**src/rtl/multicycle_controller_pkg.sv**
```systemverilog
// Shared encodings for the LEGv8 multi-cycle controller: FSM states, opcode
// classes, opcode match constants and the ALU / mux select codes.
package multicycle_controller_pkg;

  localparam logic [2:0] ST_IDLE   = 3'd0;
  localparam logic [2:0] ST_FETCH  = 3'd1;
  localparam logic [2:0] ST_DECODE = 3'd2;
  localparam logic [2:0] ST_EXEC   = 3'd3;
  localparam logic [2:0] ST_MEM    = 3'd4;
  localparam logic [2:0] ST_WB     = 3'd5;
  localparam logic [2:0] ST_BRANCH = 3'd6;
  localparam logic [2:0] ST_HALT   = 3'd7;

  typedef enum logic [2:0] {
    CLS_NONE, CLS_R, CLS_LDUR, CLS_STUR, CLS_CBZ, CLS_B, CLS_ILLEGAL
  } instr_cls_e;

  localparam logic [10:0] OP_ADD  = 11'b10001011000;
  localparam logic [10:0] OP_SUB  = 11'b11001011000;
  localparam logic [10:0] OP_AND  = 11'b10001010000;
  localparam logic [10:0] OP_ORR  = 11'b10101010000;
  localparam logic [10:0] OP_LDUR = 11'b11111000010;
  localparam logic [10:0] OP_STUR = 11'b11111000000;
  // CBZ and B carry immediate bits in the low opcode field; match under mask.
  localparam logic [10:0] OP_CBZ  = 11'b10110100000;
  localparam logic [10:0] MSK_CBZ = 11'b11111111000;
  localparam logic [10:0] OP_B    = 11'b00010100000;
  localparam logic [10:0] MSK_B   = 11'b11111100000;

  localparam logic [1:0] ALU_ADD    = 2'b00;
  localparam logic [1:0] ALU_PASS_B = 2'b01;
  localparam logic [1:0] ALU_FUNC   = 2'b10;

  localparam logic [1:0] SRCB_RD2  = 2'b00;
  localparam logic [1:0] SRCB_FOUR = 2'b01;
  localparam logic [1:0] SRCB_IMM  = 2'b10;

endpackage

```
**src/rtl/multicycle_controller_if.sv**
```systemverilog
// Shared memory port between controller and memory: request side plus the
// ready/opcode return path from the read-data bus.
interface multicycle_controller_if;
  logic        mem_req;
  logic        mem_write;
  logic        iord;
  logic        mem_ready;
  logic [10:0] opcode;

  modport master (output mem_req, mem_write, iord, input mem_ready, opcode);
  modport slave  (input mem_req, mem_write, iord, output mem_ready, opcode);
endinterface

```
**src/rtl/multicycle_controller_opcode_classifier.sv**
```systemverilog
// Combinational 11-bit LEGv8 opcode to instruction class decode.
module opcode_classifier
  import multicycle_controller_pkg::*;
(
  input  logic [10:0] opcode,
  output instr_cls_e  cls
);
  always_comb begin
    cls = CLS_ILLEGAL;
    if (opcode == OP_ADD || opcode == OP_SUB || opcode == OP_AND || opcode == OP_ORR)
      cls = CLS_R;
    else if (opcode == OP_LDUR)                cls = CLS_LDUR;
    else if (opcode == OP_STUR)                cls = CLS_STUR;
    else if ((opcode & MSK_CBZ) == OP_CBZ)     cls = CLS_CBZ;
    else if ((opcode & MSK_B) == OP_B)         cls = CLS_B;
  end
endmodule

```
**src/rtl/multicycle_controller.sv**
```systemverilog
// Multi-cycle LEGv8 control FSM: sequences fetch/decode/exec/mem/wb over one
// shared memory port and drives all datapath enables and mux selects.
module multicycle_controller
  import multicycle_controller_pkg::*;
(
  input  logic                          clk,
  input  logic                          reset_n,
  multicycle_controller_if.master       mem,
  input  logic                          alu_zero,
  output logic                          ir_write,
  output logic                          pc_write,
  output logic                          pc_src,
  output logic                          reg_write,
  output logic                          reg2loc,
  output logic                          mem_to_reg,
  output logic                          alu_src_a,
  output logic [1:0]                    alu_src_b,
  output logic [1:0]                    alu_op,
  output logic                          halted,
  output logic [31:0]                   instr_count
);
  logic [2:0]  state_q, state_d;
  instr_cls_e  cls_q, cls_d, fetch_cls;
  logic [31:0] instr_count_q, instr_count_d;
  logic        retire;
  logic        mem_req, mem_write, iord;

  opcode_classifier u_cls (.opcode(mem.opcode), .cls(fetch_cls));

  always_comb begin
    state_d    = state_q;
    cls_d      = cls_q;
    retire     = 1'b0;
    mem_req    = 1'b0;
    mem_write  = 1'b0;
    iord       = 1'b0;
    ir_write   = 1'b0;
    pc_write   = 1'b0;
    pc_src     = 1'b0;
    reg_write  = 1'b0;
    reg2loc    = 1'b0;
    mem_to_reg = 1'b0;
    alu_src_a  = 1'b0;
    alu_src_b  = SRCB_RD2;
    alu_op     = ALU_ADD;
    halted     = 1'b0;
    case (state_q)
      ST_IDLE: state_d = ST_FETCH;
      ST_FETCH: begin
        // ALU computes PC+4 while the instruction read is outstanding.
        mem_req   = 1'b1;
        alu_src_b = SRCB_FOUR;
        if (mem.mem_ready) begin
          ir_write = 1'b1;
          pc_write = 1'b1;
          cls_d    = fetch_cls;
          state_d  = (fetch_cls == CLS_ILLEGAL) ? ST_HALT : ST_DECODE;
        end
      end
      ST_DECODE: begin
        reg2loc = (cls_q == CLS_STUR) || (cls_q == CLS_CBZ);
        state_d = (cls_q == CLS_CBZ || cls_q == CLS_B) ? ST_BRANCH : ST_EXEC;
      end
      ST_EXEC: begin
        alu_src_a = 1'b1;
        if (cls_q == CLS_R) begin
          alu_op  = ALU_FUNC;
          state_d = ST_WB;
        end else begin
          alu_src_b = SRCB_IMM;
          state_d   = ST_MEM;
        end
      end
      ST_MEM: begin
        mem_req   = 1'b1;
        iord      = 1'b1;
        mem_write = (cls_q == CLS_STUR);
        if (mem.mem_ready) begin
          retire  = (cls_q == CLS_STUR);
          state_d = (cls_q == CLS_STUR) ? ST_FETCH : ST_WB;
        end
      end
      ST_WB: begin
        reg_write  = 1'b1;
        mem_to_reg = (cls_q == CLS_LDUR);
        retire     = 1'b1;
        state_d    = ST_FETCH;
      end
      ST_BRANCH: begin
        pc_src = 1'b1;
        if (cls_q == CLS_CBZ) begin
          alu_src_a = 1'b1;
          reg2loc   = 1'b1;
          alu_op    = ALU_PASS_B;
          pc_write  = alu_zero;
        end else begin
          pc_write = 1'b1;
        end
        retire  = 1'b1;
        state_d = ST_FETCH;
      end
      ST_HALT: halted = 1'b1;
      default: state_d = ST_IDLE;
    endcase
    instr_count_d = instr_count_q + {31'd0, retire};
  end

  always_ff @(posedge clk or negedge reset_n) begin
    if (!reset_n) begin
      state_q       <= ST_IDLE;
      cls_q         <= CLS_NONE;
      instr_count_q <= 32'd0;
    end else begin
      state_q       <= state_d;
      cls_q         <= cls_d;
      instr_count_q <= instr_count_d;
    end
  end

  assign mem.mem_req   = mem_req;
  assign mem.mem_write = mem_write;
  assign mem.iord      = iord;
  assign instr_count   = instr_count_q;
endmodule

```
**src/flat_wrapper.sv**
```systemverilog
// flat-port wrapper written by rule: the top's interface ports become plain ports
module multicycle_controller_flat import multicycle_controller_pkg::*;
  (clk, reset_n, alu_zero, ir_write, pc_write, pc_src, reg_write, reg2loc, mem_to_reg, alu_src_a, alu_src_b, alu_op, halted, instr_count, mem_mem_req, mem_mem_write, mem_iord, mem_mem_ready, mem_opcode);
  multicycle_controller_if mem_i ();
  input  logic clk;
  input  logic reset_n;
  input  logic alu_zero;
  output logic ir_write;
  output logic pc_write;
  output logic pc_src;
  output logic reg_write;
  output logic reg2loc;
  output logic mem_to_reg;
  output logic alu_src_a;
  output logic [1:0] alu_src_b;
  output logic [1:0] alu_op;
  output logic halted;
  output logic [31:0] instr_count;
  output wire logic [$bits(mem_i.mem_req)-1:0] mem_mem_req;
  output wire logic [$bits(mem_i.mem_write)-1:0] mem_mem_write;
  output wire logic [$bits(mem_i.iord)-1:0] mem_iord;
  input wire logic [$bits(mem_i.mem_ready)-1:0] mem_mem_ready;
  input wire logic [$bits(mem_i.opcode)-1:0] mem_opcode;
  assign mem_mem_req = mem_i.mem_req;
  assign mem_mem_write = mem_i.mem_write;
  assign mem_iord = mem_i.iord;
  assign mem_i.mem_ready = mem_mem_ready;
  assign mem_i.opcode = mem_opcode;
  multicycle_controller u_core (.clk(clk), .reset_n(reset_n), .mem(mem_i), .alu_zero(alu_zero), .ir_write(ir_write), .pc_write(pc_write), .pc_src(pc_src), .reg_write(reg_write), .reg2loc(reg2loc), .mem_to_reg(mem_to_reg), .alu_src_a(alu_src_a), .alu_src_b(alu_src_b), .alu_op(alu_op), .halted(halted), .instr_count(instr_count));
endmodule
```
**config.mk**
```make
export PLATFORM = sky130hd
export DESIGN_NAME = multicycle_controller_flat
export DESIGN_NICKNAME = d
export VERILOG_FILES = /design/src/rtl/multicycle_controller_pkg.sv /design/src/rtl/multicycle_controller_if.sv /design/src/rtl/multicycle_controller_opcode_classifier.sv /design/src/rtl/multicycle_controller.sv /design/src/flat_wrapper.sv
export SDC_FILE = /design/constraint.sdc
export NUM_CORES = 1
export LEC_CHECK = 0
export CAP_MARGIN = 40
export CORE_MARGIN = 4
export CORE_UTILIZATION = 50
export DETAILED_ROUTE_END_ITERATION = 8
export GPL_TIMING_DRIVEN = 0
export PLACE_DENSITY = 0.87
export SLEW_MARGIN = 20
export SYNTH_ARGS = -nofsm -noshare
export SYNTH_HDL_FRONTEND = slang
export SYNTH_SLANG_ARGS = --single-unit
export TNS_END_PERCENT = 1
```
**constraint.sdc**
```tcl
create_clock -name clk -period 3.8 [get_ports clk]
set_clock_uncertainty 0.2 [all_clocks]
set_input_delay 0.76 -clock clk [delete_from_list [all_inputs] [get_ports clk]]
set_output_delay 0.76 -clock clk [all_outputs]
set_load 0.02 [all_outputs]
```
== Yosys cells after proc, flatten, opt, wreduce, memory -nomap -nowiden ==
Cells that the tools add are included.

* Register bits: 38
* Input bits: 15
* Output and inout port bits: 47
* Logic and storage cells: 72

* Add/subtract/negate cells: 1
* Equality and inequality tests: 23
* Mux-type cells: 33
* Reduce and logical (&&, ||, !) cells: 12

{| class="wikitable"
|+ Operators with widths
! cell !! count
|-
| 11-bit equality test (second input constant) || 6
|-
| 32-bit by 1-bit adder with 32-bit output || 1
|-
| 3-bit two-way mux || 8
|-
| 3-bit equality test (second input constant) || 7
|-
| 3-bit case mux with 5 select lines || 1
|-
| 1-bit two-way mux || 14
|-
| 3-bit by 2-bit equality test with 1-bit output (second input constant) || 4
|-
| 8-bit equality test (second input constant) || 1
|-
| 2-bit two-way mux || 4
|-
| 1-bit case mux with 2 select lines || 4
|-
| 2-bit case mux with 2 select lines || 2
|-
| 3-bit by 1-bit equality test with 1-bit output (second input constant) || 2
|-
| 6-bit by 3-bit equality test with 1-bit output (second input constant) || 1
|-
| 1-bit logical OR || 5
|-
| 5-bit nonzero test || 1
|-
| 2-bit inequality test (second input constant) || 2
|-
| 2-bit OR reduction || 2
|-
| 3-bit logical NOT || 1
|-
| 3-bit AND reduction || 1
|-
| 3-bit OR reduction || 1
|-
| 2-bit AND reduction || 1
|}

== Logic depth before layout (Yosys ltp) ==
Gate-level depths: netlist (run 1).

* Depth in word-level cells: 10
* Depth in mapped cells: 10

== By module ==
Synthesis (run 1) repeated with hierarchy kept, for this count alone.

* Cell total of the unflattened synthesis: 203
* Area total of the unflattened synthesis: 2084.5 µm²

{| class="wikitable"
|+ Modules (own cells, without submodules)
! module !! instances !! cells an instance !! area each (µm²) !! seq. area each (µm²)
|-
| multicycle_controller || 1 || 187 || 1948.1 || 950.9
|-
| opcode_classifier || 1 || 16 || 136.4 || 0.0
|}

== Worst setup path after synthesis (run 1) ==
No wires, ideal clock.

* Path kind: reg-to-reg
* Start: register u_core.state_q[2]
* End: register u_core.instr_count_q[26] (netlist: u_core.instr_count[26])
* Arrival time: 2893 ps
* Slack: 577 ps
* Stages on the path, launching flop included: 11
* Buffers on the path: 1
* Cells stage by stage: dfrtp_1 clkbuf_1 nor4b_1 nand2_1 nand3_1 ha_1 ha_1 nand3_1 nor4_4 nand4_1 xnor2_1

* Cells in the longest elaborated chain, start to end: 4
* Elaborated cells on any way between the ends: 6

{| class="wikitable"
|+ RTL lines
! item !! line !! source
|-
| start: declaration || multicycle_controller.sv:22 || <nowiki>logic [2:0] state_q, state_d;</nowiki>
|-
| start signal: assignment || multicycle_controller.sv:114 || <nowiki>state_q <= state_d;</nowiki>
|-
| 3-bit equality test || multicycle_controller.sv:47 || <nowiki>case (state_q)</nowiki>
|-
| 2-bit OR reduction (no line) || n/a ||
|-
| 1-bit case mux with 2 select lines * || multicycle_controller.sv:47 ||
|-
| 32-bit by 1-bit adder with 32-bit output * || multicycle_controller.sv:105 || <nowiki>instr_count_d = instr_count_q + {31'd0, retire};</nowiki>
|-
| named net u_core.instr_count_d[26] || multicycle_controller.sv:24 || <nowiki>logic [31:0] instr_count_q, instr_count_d;</nowiki>
|-
| end signal: assignment || multicycle_controller.sv:116 || <nowiki>instr_count_q <= instr_count_d;</nowiki>
|-
| end: declaration || multicycle_controller.sv:24 ||
|}

The timed path passes the listed nets; every way through them passes the cells marked *.
A chain may end at the register's enable or synchronous reset.

== Final worst setup path (run 1) ==
* Start: register u_core.state_q[2]
* End: output mem_to_reg

* Cells in the longest elaborated chain, start to end: 2

{| class="wikitable"
|+ RTL lines
! item !! line !! source
|-
| 3-bit equality test || multicycle_controller.sv:47 ||
|-
| 1-bit two-way mux || multicycle_controller.sv:47 ||
|-
| end: declaration || flat_wrapper.sv:13 || <nowiki>output logic mem_to_reg;</nowiki>
|}

No other way between the ends.

==> impl_metrics.py, run 1 <==
metrics = {
    "run_status": {
        "outcome": "finished, final reports clean",
    },
    "synthesis": {
        "synth_adder_area_share_pct": 2.196,
        "synthCells": 202,
        "ys_ff_latch": 38,
        "ys_warn_count": 0,
        "synth_top_family_by_area": "simple AND/OR/NAND/NOR gates",
        "yosysSeqAreaShare_pct": 46.37,
        "synth_compound_area_share_pct": 6.162,
        "synth_nets": 220,
        "synth_area_sq_mm": 0.002051,
        "synth_edf_count": 0,
        "synthMostInstantiatedCell": "dfrtp_1",
        "synthTopCellsByCount": "38 x dfrtp_1, 25 x xnor2_1, 23 x nand2_1",
        "synthArstFlopShare_pct": 100.0,
        "yosys.area.top_type": "dfrtp_1",
        "synth_top_cell_area_share_pct": 46.37,
        "yosys.area_share.simple_pct": 28.86,
        "syn_area_per_cell_sq_um": 10.15,
        "yosys-mux-area-fraction_pct": 1.525,
        "synthDistinctLibCells": 40,
        "synthFlopType": "dfrtp_1",
        "synth_xor_area_share_pct": 13.24,
        "synth_area_leaders": "dfrtp_1 46%, xnor2_1 11%, nand2_1 4.2%",
    },
    "clock_network": {
        "htree_levels": 2,
        "clockBufferDepth": 2,
        "cts_root_buf": "clkbuf_8",
        "cts_made_buffers": 5,
        "ctsResizeCount": 0,
        "post-cts-setup-buffers": 0,
        "hold_buffers": 0,
        "clkSinkCount": 38,
        "clk_latency_ns": 0.29,
        "cts_tree": "yes",
        "path_clk_slew_ns": 0.07,
    },
    "drt": {
        "first_pass_iters": 4,
        "totalWireLength_um": 4753,
        "postRouteAntennaNets": 0,
        "via_count": 1793,
        "viasPerCell": 5.586,
        "drc": 0,
        "wire_per_inst_um": 14.81,
        "first_iter_violations": 69,
    },
    "grt": {
        "antenna_found_initial": 0,
        "grt_util_met1_pct": 24.39,
        "globalRoute.totalOverflow": 0,
        "use_met2_pct": 33.16,
        "grt_pass1_vias": 1798,
        "gr-usage-met3_pct": 6.648,
        "grt_start_max_net_pins": 30,
        "grt_pass1_wl_um": 8052,
        "grt_use_total_pct": 19.99,
        "grt_most_used_layer": "met2",
    },
    "timing": {
        "finalCritPeriodShare_pct": 84.44,
        "timing.slew.headroom_pct": 53.22,
        "slew_viol_final": 0,
        "hold_viol_final": 0,
        "rsz0062_at_grt": "no",
        "setup_viol": 0,
        "tightest_slew_ns": 0.6959,
        "setup_tns_ns": 0,
        "max_freq_mhz": 311.6,
        "holdWs_ns": 0.1311,
        "period_needed_ns": 3.209,
    },
    "die": {
        "die_w_um": 72.04,
        "coreArea_sq_mm": 0.003971,
        "die_h_um": 72.04,
        "start_util_pct": 51.64,
        "num_rows": 23,
        "fp.dieArea_sq_mm": 0.005190,
        "ioPinCount": 62,
    },
    "flow_run": {
        "max-cap-violations": 0,
    },
    "final_layout": {
        "final_util_pct": 70.89,
        "areaGrowthSynthToFinish_pct": 37.28,
        "seq_area_sq_um": 950.9,
        "num-fill-cells": 313,
        "drive_gt1_share_pct": 5.166,
        "diodes": 0,
        "nets": 289,
        "multiInputGateArea_sq_mm": 0.001066,
        "fin_cells": 321,
    },
    "placement": {
        "io_buffers": 61,
        "gp_congestion": 0.8424,
        "dp_hpwl_um": 3601,
        "place_inst": 314,
    },
    "worst_setup_path": {
        "end_kind": "output port",
        "crit_fanout": 10,
        "required_ns": 2.84,
        "startpoint_type": "flip-flop",
        "worstPathArrival_ns": 2.25,
        "path_class": "flip-flop to output port",
    },
    "pwr": {
        "ir_worst_vdd_mv": 0.3725,
        "p_total_w": 0.001577,
        "powerDensity_mw_per_mm2": 560.3,
        "p_leak_nw": 1.172,
    },
    "worst_hold_path": {
        "hp-class": "input pin to async pin",
    },
}
layout by cell type, fill, tap and decap left out, types with 2 or more instances in the layout:
master and n:
nand4_1 11, nor2b_1 2, nor4_4 2, ha_1 2, nand2_1 23, o211ai_1 3
dfrtp_1 38, and4_1 3, xor2_1 6, mux2i_1 2, o21ai_0 8, xnor2_1 25
inv_1 6, and2_1 2, nor4bb_1 3, clkbuf_8 5, clkdlybuf4s50_1 60, nor3_1 6
nor2_1 11, nor4b_1 2, nand3_1 15, nand2b_1 4, and3_1 5, clkbuf_1 5
nor3b_1 3
layout make-up:
class | instances | share of cell area (%)
multi-input combinational | 155 | 37.87
timing repair buffer | 62 | 22.22
buffer | 3 | 0.4000
clock buffer | 7 | 2.711
inverter | 6 | 0.8000
tap | 50 | 2.222
sequential | 38 | 33.78
stage by stage:
| stage | cell area, sq um | setup slack (ns) |
|---|---|---|
| after floorplan | 2051 | 0.5772 |
| after global placement | 2724 | 0.6296 |
| after detailed placement | 2739 | 0.5956 |
| after CTS | 2815 | 0.5740 |
| after global routing | 2815 | 0.2502 |
| final | 2815 | 0.5912 |
flip-flops by register name, summed over array words and instances, names as in the netlist:
| register | flops |
|---|---|
| u_core.cls_q | 3 |
| u_core.state_q | 3 |
| u_core.instr_count | 32 |
layer usage:
metal,wire length [um],part of all wire (%)
met1,1959,41
met2,2275,48
met3,427,9.0
met4,91,1.9
met5,0,0
worst paths after layout:
path | cells past startpoint | startpoint | to | slack (ns)
worst max-delay path | 4 | u_core.state_q[2] | mem_to_reg | 0.59
worst min-delay path | 1 | reset_n | u_core.instr_count[3] | 0.13
worst max register to register | 10 | u_core.state_q[2] | u_core.instr_count[22] | 0.65
worst min register to register | 1 | u_core.instr_count[31] | u_core.instr_count[31] | 0.27
max in group asynchronous | 2 | reset_n | u_core.instr_count[27] | 2.84
min in group clk | 1 | u_core.instr_count[31] | u_core.instr_count[31] | 0.27
where the power goes:
| part | total, W | switching [W] | internal [W] |
|---|---|---|---|
| Clock | 0.000253 | 0.000127 | 0.000126 |
| Combinational | 0.000756 | 0.000411 | 0.000346 |
| Sequential | 0.000568 | 0.0000936 | 0.000474 |
| Total | 0.00158 | 0.000631 | 0.000946 |
critical path, stage by stage, from the launching register on:
cell,delay (ns)
dfrtp_1,0.48
clkbuf_1,0.34
nand3_1,0.20
nor4b_1,0.28
clkdlybuf4s50_1,0.66
cells by family (layout without fill, tap and decap cells):
kind of cell	count (synthesis)	after routing
AND/OR/NAND/NOR	99	99
flip-flops	38	38
XOR/XNOR	31	31
AO/OA/AOI/OAI	19	19
buffers and inverters	9	78
adder cells (fa/ha/maj)	3	3
multiplexers	3	3
Power figures use the tool's default switching activity.
==> inputs of run 2 (changes only) <==
--- a/config.mk
+++ b/config.mk
@@ -7,10 +7,10 @@
 export LEC_CHECK = 0
 export CAP_MARGIN = 40
 export CORE_MARGIN = 4
-export CORE_UTILIZATION = 50
+export CORE_UTILIZATION = 47
 export DETAILED_ROUTE_END_ITERATION = 8
 export GPL_TIMING_DRIVEN = 0
-export PLACE_DENSITY = 0.87
+export PLACE_DENSITY = 0.83
 export SLEW_MARGIN = 20
 export SYNTH_ARGS = -nofsm -noshare
 export SYNTH_HDL_FRONTEND = slang
==> constraint.sdc (replaced) <==
create_clock -name clk -period 3.25 [get_ports clk]
set_clock_uncertainty 0.2 [all_clocks]
set_input_delay 0.65 -clock clk [delete_from_list [all_inputs] [get_ports clk]]
set_output_delay 0.65 -clock clk [all_outputs]
set_load 0.02 [all_outputs]
==> run 2 against run 1 <==
Global-route usage down 1.8 points. Die area up 5.7%. Register-to-register slack worse by 0.40 ns. Critical endpoint unchanged.
==> impl_metrics.py, run 2 (synthesized netlist as in run 1, its figures left out) <==
metrics = {
    "timing": {
        "tightest_slew_ns": 0.6994,
        "slew_viol_final": 0,
        "period_needed_ns": 3.033,
        "finalWorstSetupSlack_ns": 0.2167,
        "setup_viol": 0,
        "finalCritPeriodShare_pct": 93.33,
        "max_freq_mhz": 329.7,
        "timing.slew.headroom_pct": 52.99,
        "setup_tns_ns": 0,
        "hold_viol_final": 0,
        "rsz0062_at_grt": "yes",
    },
    "drt": {
        "first_iter_violations": 86,
        "wire_per_inst_um": 14.51,
        "viasPerCell": 5.477,
        "totalWireLength_um": 4688,
        "drc": 0,
        "postRouteAntennaNets": 0,
        "via_count": 1769,
        "first_pass_iters": 4,
    },
    "placement": {
        "place_inst": 314,
        "io_buffers": 61,
        "gp_congestion": 0.8756,
        "dp_hpwl_um": 3574,
        "place_ws_ns": 0.1379,
    },
    "worst_setup_path": {
        "r2r_slack_ns": 0.25,
        "path_class": "flip-flop to output port",
        "crit_fanout": 10,
        "required_ns": 2.40,
        "end_kind": "output port",
        "r2r_cells": 10,
        "r2r-start": "u_core.state_q[0]",
        "cp-startpoint": "u_core.state_q[0]",
        "startpoint_type": "flip-flop",
        "r2r-end": "u_core.instr_count[26]",
        "crit_end": "mem_to_reg",
        "worstPathArrival_ns": 2.18,
    },
    "die": {
        "ioPinCount": 62,
        "die_h_um": 74.06,
        "coreArea_sq_mm": 0.004115,
        "num_rows": 23,
        "start_util_pct": 49.83,
        "fp.dieArea_sq_mm": 0.005484,
        "die_w_um": 74.06,
    },
    "final_layout": {
        "final_common_cell": "clkdlybuf4s50_1",
        "seq_area_sq_um": 950.9,
        "largest_register_ffs": 32,
        "areaGrowthSynthToFinish_pct": 39.05,
        "drive_gt1_share_pct": 6.960,
        "mostFrequentLayoutCells": "60 x clkdlybuf4s50_1, 38 x dfrtp_1, 25 x xnor2_1",
        "fin_cells": 323,
        "diodes": 0,
        "num-fill-cells": 330,
        "multiInputGateArea_sq_mm": 0.001072,
        "nets": 290,
    },
    "pwr": {
        "power.share.clock_pct": 18.0,
        "swShare_pct": 39.58,
        "p_int_w": 0.001130,
        "seq_power_share_pct": 35.6,
        "powerDensity_mw_per_mm2": 656.0,
        "combPwrFrac_pct": 46.4,
        "p_leak_nw": 1.188,
        "ir_worst_vdd_mv": 0.5581,
        "p_sw_w": 0.0007404,
    },
    "clock_network": {
        "post-cts-setup-buffers": 0,
        "clk_latency_ns": 0.29,
        "cts_made_buffers": 5,
        "clockBufferDepth": 2,
        "clkSinkCount": 38,
        "cts_root_buf": "clkbuf_8",
        "htree_levels": 2,
        "path_clk_slew_ns": 0.07,
        "cts_tree": "yes",
    },
    "grt": {
        "grt_start_max_net_pins": 33,
        "grt_pass1_wl_um": 7852,
        "grt_pass1_vias": 1782,
        "antenna_found_initial": 0,
        "grt_use_total_pct": 18.16,
        "globalRoute.totalOverflow": 0,
    },
    "run_status": {
        "outcome": "finished, final reports clean",
    },
    "worst_hold_path": {
        "hp-class": "flip-flop to flip-flop",
        "hold-path-cell-count": 1,
    },
    "flow_run": {
        "max-cap-violations": 0,
    },
}
run 2: power groups by stage:
stage	clock (W)	combinational (W)	sequential (W)
6_report	0.000337	0.000868	0.000665
3_5_place_dp	0	0.000867	0.000672
2_1_floorplan	0	0.000508	0.000696
4_1_cts	0.000348	0.000872	0.000664
3_3_place_gp	0	0.000848	0.000668
5_1_grt	0.000366	0.000954	0.000677
run 2: how the worst min path moves through the flow:
stage / slack [ns] / startpoint / to
after floorplan: 0.15 / reset_n / u_core.cls_q[0]
after detailed placement: 0.28 / u_core.instr_count[27] / u_core.instr_count[27]
after global routing: 0.31 / u_core.instr_count[29] / u_core.instr_count[29]
after CTS: 0.30 / u_core.instr_count[27] / u_core.instr_count[27]
final: 0.29 / u_core.instr_count[31] / u_core.instr_count[31]
after global placement: 0.26 / u_core.instr_count[31] / u_core.instr_count[31]
run 2: cell type report:
| class | instances | share of cell area (%) |
|---|---|---|
| flip-flops and latches | 38 | 33.35 |
| plain buffers | 3 | 0.4388 |
| well taps | 50 | 2.194 |
| multi-input cells | 155 | 37.60 |
| clock buffers | 6 | 2.896 |
| clock inverters | 2 | 0.4388 |
| inverters | 6 | 0.7898 |
| repair buffers | 63 | 22.29 |
run 2: routing by layer:
| metal | GRT usage [%] | part of all wire [%] | up-vias | wire, um |
|---|---|---|---|---|
| met1 | 22.52 | 45 | 842 | 2087 |
| met4 | 9.457 | 1.8 | 0 | 86 |
| li1 | - | - | 862 | - |
| met2 | 29.82 | 48 | 56 | 2227 |
| met3 | 3.784 | 6.1 | 9 | 287 |
| met5 | 0 | 0 | - | 0 |
run 2: through the flow:
step           cell area [sq um]  power [W]  hold slack, ns  utilization, %
5_1_grt                     2851   0.001997          0.3130           69.29
2_1_floorplan               2051   0.001204          0.1544               -
3_5_place_dp                2739   0.001539          0.2808           66.56
6_report                    2851   0.001871          0.2876           69.29
4_1_cts                     2844   0.001884          0.2963           69.11
3_3_place_gp                2724   0.001516          0.2646           66.19
run 2: critical path, stage by stage, from the launching register on:
cell	delay (ns)
dfrtp_1	0.42
buf_1	0.34
nand3_1	0.21
nor4b_1	0.27
clkdlybuf4s50_1	0.66
run 2: what timing repair did:
| action | CTS | global route |
|---|---|---|
| resized for setup | 0 | 4 |
| hold buffers | 1 | 0 |
| setup endpoints to repair | 0 | 20 |
| endpoints found under the hold margin | 6 | 0 |
